### config.mk
export PLATFORM = sky130hd
export DESIGN_NAME = sr_bank_arbiter
export DESIGN_NICKNAME = d
export VERILOG_FILES = /design/src/rtl/sr_bank_arbiter_pkg.sv /design/src/rtl/sr_rr_arbiter.sv /design/src/rtl/sr_bank_arbiter.sv
export SDC_FILE = /design/constraint.sdc
export NUM_CORES = 1
export LEC_CHECK = 0
export BUFFER_PORTS_ARGS = -buffer_cell sky130_fd_sc_hd__buf_2
export CORE_MARGIN = 2
export CORE_UTILIZATION = 35
export CTS_CLUSTER_DIAMETER = 50
export CTS_CLUSTER_SIZE = 25
export DETAILED_ROUTE_END_ITERATION = 8
export PLACE_DENSITY = 0.71
export SYNTH_ARGS = -nofsm -noshare
export SYNTH_HDL_FRONTEND = slang
export SYNTH_SLANG_ARGS = --single-unit
### constraint.sdc
create_clock -name clk -period 2.1 [get_ports clk]
set_input_delay 0.315 -clock clk [delete_from_list [all_inputs] [get_ports clk]]
set_output_delay 0.315 -clock clk [all_outputs]
set_load 0.02 [all_outputs]
### src/rtl/sr_bank_arbiter_pkg.sv
// Shared types and constants for the SR flop bank arbiter.
package sr_bank_arbiter_pkg;

    typedef enum logic [1:0] {
        StIdle   = 2'd0,
        StDrive  = 2'd1,
        StSettle = 2'd2,
        StCheck  = 2'd3
    } state_e;

    localparam logic OP_SET = 1'b1;
    localparam logic OP_CLR = 1'b0;

endpackage

### src/rtl/sr_rr_arbiter.sv
// Combinational round-robin arbiter: rotate requests by the pointer, pick the
// lowest set bit, rotate the one-hot grant back.
module sr_rr_arbiter #(
    parameter int unsigned NUM_REQ = 4,
    parameter int unsigned PTR_W   = 2
) (
    input  logic [NUM_REQ-1:0] req,
    input  logic [PTR_W-1:0]   ptr,
    output logic [NUM_REQ-1:0] grant
);

    logic [2*NUM_REQ-1:0] req_dbl;
    logic [NUM_REQ-1:0]   req_rot;
    logic [NUM_REQ-1:0]   gnt_rot;
    logic [2*NUM_REQ-1:0] gnt_dbl;

    assign req_dbl = {req, req} >> ptr;
    assign req_rot = req_dbl[NUM_REQ-1:0];
    // Two's-complement trick isolates the lowest set bit.
    assign gnt_rot = req_rot & (~req_rot + NUM_REQ'(1));
    assign gnt_dbl = {gnt_rot, gnt_rot} << ptr;
    assign grant   = gnt_dbl[2*NUM_REQ-1:NUM_REQ];

endmodule

### src/rtl/sr_bank_arbiter.sv
// Serialises set/clear requests onto a bank of SR flops, one pulse at a time,
// and confirms each result by reading the flop back.
module sr_bank_arbiter
    import sr_bank_arbiter_pkg::*;
#(
    parameter int unsigned NUM_REQ = 4,
    parameter int unsigned NUM_FF  = 8,
    parameter int unsigned IDX_W   = 4
) (
    input  logic                     clk,
    input  logic                     rst,
    input  logic [NUM_REQ-1:0]       req,
    input  logic [NUM_REQ-1:0]       req_op,
    input  logic [NUM_REQ*IDX_W-1:0] req_idx,
    output logic [NUM_REQ-1:0]       done,
    output logic                     err,
    output logic                     busy,
    output logic [NUM_FF-1:0]        s_vec,
    output logic [NUM_FF-1:0]        r_vec,
    input  logic [NUM_FF-1:0]        q_vec
);

    localparam int unsigned PTR_W = (NUM_REQ > 1) ? $clog2(NUM_REQ) : 1;

    state_e             state_q, state_d;
    logic [PTR_W-1:0]   ptr_q, ptr_d;
    logic [PTR_W-1:0]   win_q, win_d;
    logic               op_q, op_d;
    logic [IDX_W-1:0]   idx_q, idx_d;
    logic               oor_q, oor_d;
    logic [NUM_REQ-1:0] done_d;
    logic               err_d;
    logic               busy_d;
    logic [NUM_FF-1:0]  s_d, r_d;

    logic [NUM_REQ-1:0] grant;
    logic [PTR_W-1:0]   g_win;
    logic               g_op;
    logic [IDX_W-1:0]   g_idx;
    logic               in_range;
    logic               rb;

    sr_rr_arbiter #(
        .NUM_REQ (NUM_REQ),
        .PTR_W   (PTR_W)
    ) u_rr (
        .req   (req),
        .ptr   (ptr_q),
        .grant (grant)
    );

    always_comb begin
        g_win = '0;
        g_op  = 1'b0;
        g_idx = '0;
        for (int k = 0; k < NUM_REQ; k++) begin
            if (grant[k]) begin
                g_win = PTR_W'(k);
                g_op  = req_op[k];
                g_idx = req_idx[k*IDX_W +: IDX_W];
            end
        end
    end

    assign in_range = (32'(g_idx) < NUM_FF);

    always_comb begin
        rb = 1'b0;
        for (int i = 0; i < NUM_FF; i++) begin
            if (idx_q == IDX_W'(i)) rb = q_vec[i];
        end
    end

    always_comb begin
        state_d = state_q;
        ptr_d   = ptr_q;
        win_d   = win_q;
        op_d    = op_q;
        idx_d   = idx_q;
        oor_d   = oor_q;
        done_d  = '0;
        err_d   = 1'b0;
        s_d     = '0;
        r_d     = '0;

        unique case (state_q)
            StIdle: begin
                // The cycle after done lets the served requester drop req.
                if (done == '0 && req != '0) begin
                    win_d   = g_win;
                    op_d    = g_op;
                    idx_d   = g_idx;
                    oor_d   = ~in_range;
                    // Out-of-range passes through the quiet SETTLE cycle so
                    // done lands two cycles after sampling with no s/r pulse.
                    state_d = in_range ? StDrive : StSettle;
                end
            end
            StDrive:  state_d = StSettle;
            StSettle: state_d = StCheck;
            StCheck: begin
                state_d = StIdle;
                for (int k = 0; k < NUM_REQ; k++) begin
                    done_d[k] = (win_q == PTR_W'(k));
                end
                err_d = oor_q | (rb != op_q);
                ptr_d = (win_q == PTR_W'(NUM_REQ - 1)) ? '0 : win_q + PTR_W'(1);
            end
            default: state_d = StIdle;
        endcase

        if (state_d == StDrive) begin
            for (int i = 0; i < NUM_FF; i++) begin
                if (idx_d == IDX_W'(i)) begin
                    s_d[i] = (op_d == OP_SET);
                    r_d[i] = (op_d == OP_CLR);
                end
            end
        end

        busy_d = (state_d != StIdle);
    end

    always_ff @(posedge clk) begin
        if (rst) begin
            state_q <= StIdle;
            ptr_q   <= '0;
            win_q   <= '0;
            op_q    <= 1'b0;
            idx_q   <= '0;
            oor_q   <= 1'b0;
            done    <= '0;
            err     <= 1'b0;
            busy    <= 1'b0;
            s_vec   <= '0;
            r_vec   <= '0;
        end else begin
            state_q <= state_d;
            ptr_q   <= ptr_d;
            win_q   <= win_d;
            op_q    <= op_d;
            idx_q   <= idx_d;
            oor_q   <= oor_d;
            done    <= done_d;
            err     <= err_d;
            busy    <= busy_d;
            s_vec   <= s_d;
            r_vec   <= r_d;
        end
    end

    a_sr_disjoint: assert property (@(posedge clk) (s_vec & r_vec) == '0);
    a_one_line:    assert property (@(posedge clk) $countones(s_vec | r_vec) <= 1);
    a_drive_only:  assert property (@(posedge clk) disable iff (rst)
                                    ((s_vec | r_vec) != '0) |-> (state_q == StDrive));
    a_done_onehot: assert property (@(posedge clk) $countones(done) <= 1);

endmodule

==> run_results.csv <==
group,metric,value,unit
final_layout,drive_gt1_share,45.3,%
sta,rsz0062_at_grt,"true",
detailed_routing,drtIter0Drc,71,
logic_synthesis,ys_warn_count,0,
final_layout,final_cell_area,2410,um2
final_layout,antenna_cells,0,
clocking,clk_latency,0.29,ns
setup_path,r2r_end,"s_vec[3]$_SDFF_PP0_",
setup_path,r2r_slack,-0.02,ns
clocking,cts_max_path_buffers,2,
detailed_routing,wl,4500,um
detailed_routing,ant_nets,0,
pwr,vdd_ir_drop_max,0.507,mV
logic_synthesis,seq_area_frac_synth,41.0,%
detailed_routing,dr.pass1.iters,4,
clocking,cts_tree,"yes",
sta,finalCriticalPeriod,2.12,ns
setup_path,setup.worst_path.end,"s_vec[3]$_SDFF_PP0_",
floorplanning,io_pins,56,
setup_path,cp_data_arrival_time,2.35,ns
detailed_routing,vias,1598,
global_routing,grt_max_degree,16,
global_routing,grt_pass1_wl,6890,um
placed_design,pre_cts_ws,-0.206,ns
job,maxCapViolations,0,
logic_synthesis,synth_seq_cells,34,
floorplanning,die_x,72.9,um
setup_path,crit_start,"done[0]$_SDFF_PP0_",
sta,tightestPinTransition,0.346,ns
detailed_routing,drt-wirelength-per-cell,14.1,um
global_routing,grt_remaining_overflow,0,
sta,max_slew_margin,76.7,%
setup_path,path_class,"register to register",
detailed_routing,vias_per_cell,5.01,
global_routing,grt_antenna_before_repair,0,
sta,post-route-period-util,101,%
global_routing,grt_pass1_vias,1464,
setup_path,worst-path-max-fanout,3,
logic_synthesis,synth-edff-count,0,
placed_design,dp_hpwl,3410,um
setup_path,start_kind,"register",
min_path,hold_depth,3,
final_layout,utilization,51.8,%
pwr,power.density,1330,nW/um2
placed_design,gp_congestion,0.803,
outcome,status,"finished, violations left",
global_routing,track_usage,17.0,%
logic_synthesis,syn_nets,216,
final_layout,synthToLayoutAreaGrowth,45.4,%
logic_synthesis,synth_flop_cell,"dfxtp_1",
floorplanning,core_area,4660,um2
sta,finClkSkew,0.00952,ns
outcome,violations,"negative setup slack",
sta,max_freq,0.472,GHz
min_path,hp-start,"rst",
setup_path,rr_worst_depth,7,
pwr,p_leak,1.12,nW
detailed_routing,drc,0,
floorplanning,dieArea,5310,um2
logic_synthesis,post_synth_inst_count,174,
logic_synthesis,synth.distinct_cells,53,
clocking,clkSlewWorstSetupHoldPaths,0.08,ns
setup_path,r2r_start,"done[0]$_SDFF_PP0_",
min_path,hold_class,"primary input to register",
sta,layout_setup_ws,-0.0178,ns
floorplanning,die_h,72.9,um
logic_synthesis,synth_area,1660,um2
logic_synthesis,syn_area_per_cell,9.54,um2
clocking,numCtsBuffers,5,
floorplanning,fp-row-count,25,
sta,drv_slew,0,
clocking,cts.sinks,34,
floorplanning,start_util,35.6,%
clocking,htree_levels,2,
final_layout,nNetsFinal,306,
placed_design,placed_area,2180,um2
logic_synthesis,synthArstFlopShare,0,%
sta,finalHoldViolCount,0,
setup_path,crit_chain,"nor4_4, and2_4, nor3b_2, or4_1, a221o_1, or2_1, nor2_1",
setup_path,cp_slowest_cell,"or4_1",
setup_path,worstPathRequired,2.33,ns
setup_path,endpoint_kind,"register",
pwr,power,3.22,mW
sta,setup_viol,2,
clocking,clockRootBuffer,"clkbuf_8",
clocking,postCtsHoldBufs,0,
placed_design,port_buffers,55,
setup_path,slowest_delay,0.50,ns
[critical path, delay by kind of cell (launching register included)]
family,cells,cell delay (ns)
compound gates,1,0.29
flops,1,0.34
simple gates,6,1.43
[placed cells by master (no fill, tap or decap), types with 4 or more instances in the layout]
| master | synthesis | final |
|---|---|---|
| and2_1 | 8 | 8 |
| buf_4 | 1 | 32 |
| o21ai_0 | 5 | 5 |
| nor2b_1 | 8 | 8 |
| a31oi_1 | 4 | 4 |
| ha_1 | 8 | 8 |
| nor2_1 | 25 | 25 |
| buf_2 | 1 | 55 |
| inv_1 | 9 | 9 |
| nor3_1 | 8 | 7 |
| dfxtp_1 | 34 | 31 |
| clkbuf_8 | 0 | 5 |
[cells in the mapped netlist, types with 3 or more instances]
library cell  count  share of area, %
nand3_1           4               1.2
a221oi_1          3               1.6
nor2b_1           8               3.0
o31a_1            3               1.6
nor3_1            8               2.4
dfxtp_1          34                41
ha_1              8               6.0
mux2i_1           3               1.8
and2_1            8               3.0
nand2_1           3              0.68
o21ai_0           5               1.5
nor2_1           25               5.7
a31oi_1           4               1.5
a21oi_1           3              0.90
inv_1             9               2.0
[state kept, by name, indices dropped and copies added, names as in the netlist]
register / count
r_vec: 8
op_q: 1
idx_q: 4
err: 1
ptr_q: 2
win_q: 2
state_q: 2
busy: 1
oor_q: 1
done: 4
s_vec: 8
[cell type report]
| class | count | area (um2) |
|---|---|---|
| fillers | 436 | 2250 |
| multi-input cells | 127 | 971 |
| flip-flops and latches | 34 | 687 |
| repair buffers | 87 | 515 |
| clock buffers | 5 | 68.8 |
| clock inverters | 3 | 68.8 |
| well taps | 54 | 67.6 |
| inverters | 9 | 33.8 |
[how the worst min path moves through the flow]
stage,slack (ns),to
global placement,0.47,err$_SDFF_PP0_
finish,0.40,ptr_q[0]$_SDFFE_PP0N_
global route,0.42,op_q$_SDFF_PP0_
detailed placement,0.47,err$_SDFF_PP0_
CTS,0.41,ptr_q[1]$_SDFFE_PP0N_
floorplan,0.39,idx_q[1]$_SDFF_PP0_
[metal layers]
metal	wire (um)	global-route usage [%]	vias to the layer above
li1	-	-	818
met1	2050	21.7	720
met2	2130	27.8	48
met3	169	2.90	12
met4	140	7.82	0
met5	0	0	-
[power breakdown]
part	total, mW	switching [mW]	leakage [nW]	internal, mW
Sequential	0.863	0.0918	0.278	0.772
Combinational	1.62	0.858	0.769	0.759
Clock	0.736	0.260	0.0683	0.476
[cell families (layout without fill, tap and decap cells)]
family,after synthesis,in the layout,synth area share (%)
simple gates,73,73,25.1
compound gates,40,40,19.1
flops,34,34,41.0
buf+inv,13,104,3.69
fa+ha+maj,8,8,6.03
mux,5,5,4.52
xor+xnor,1,1,0.528
[metrics by stage]
stage | instances | hold slack (ns) | TNS [ns]
finish | 319 | 0.405 | -0.0307
global route | 319 | 0.420 | -0.982
CTS | 317 | 0.409 | -0.0388
detailed placement | 307 | 0.473 | -1.33
global placement | 307 | 0.473 | -0.868
floorplan | 174 | 0.387 | 0
[repair_timing]
item	in CTS	in global routing
pin swaps	3	3
gates resized for setup	6	8
setup endpoints to repair	10	16
cloned	0	0
buffers inserted	2	2
Note: power is estimated with default switching activity, not from simulation.
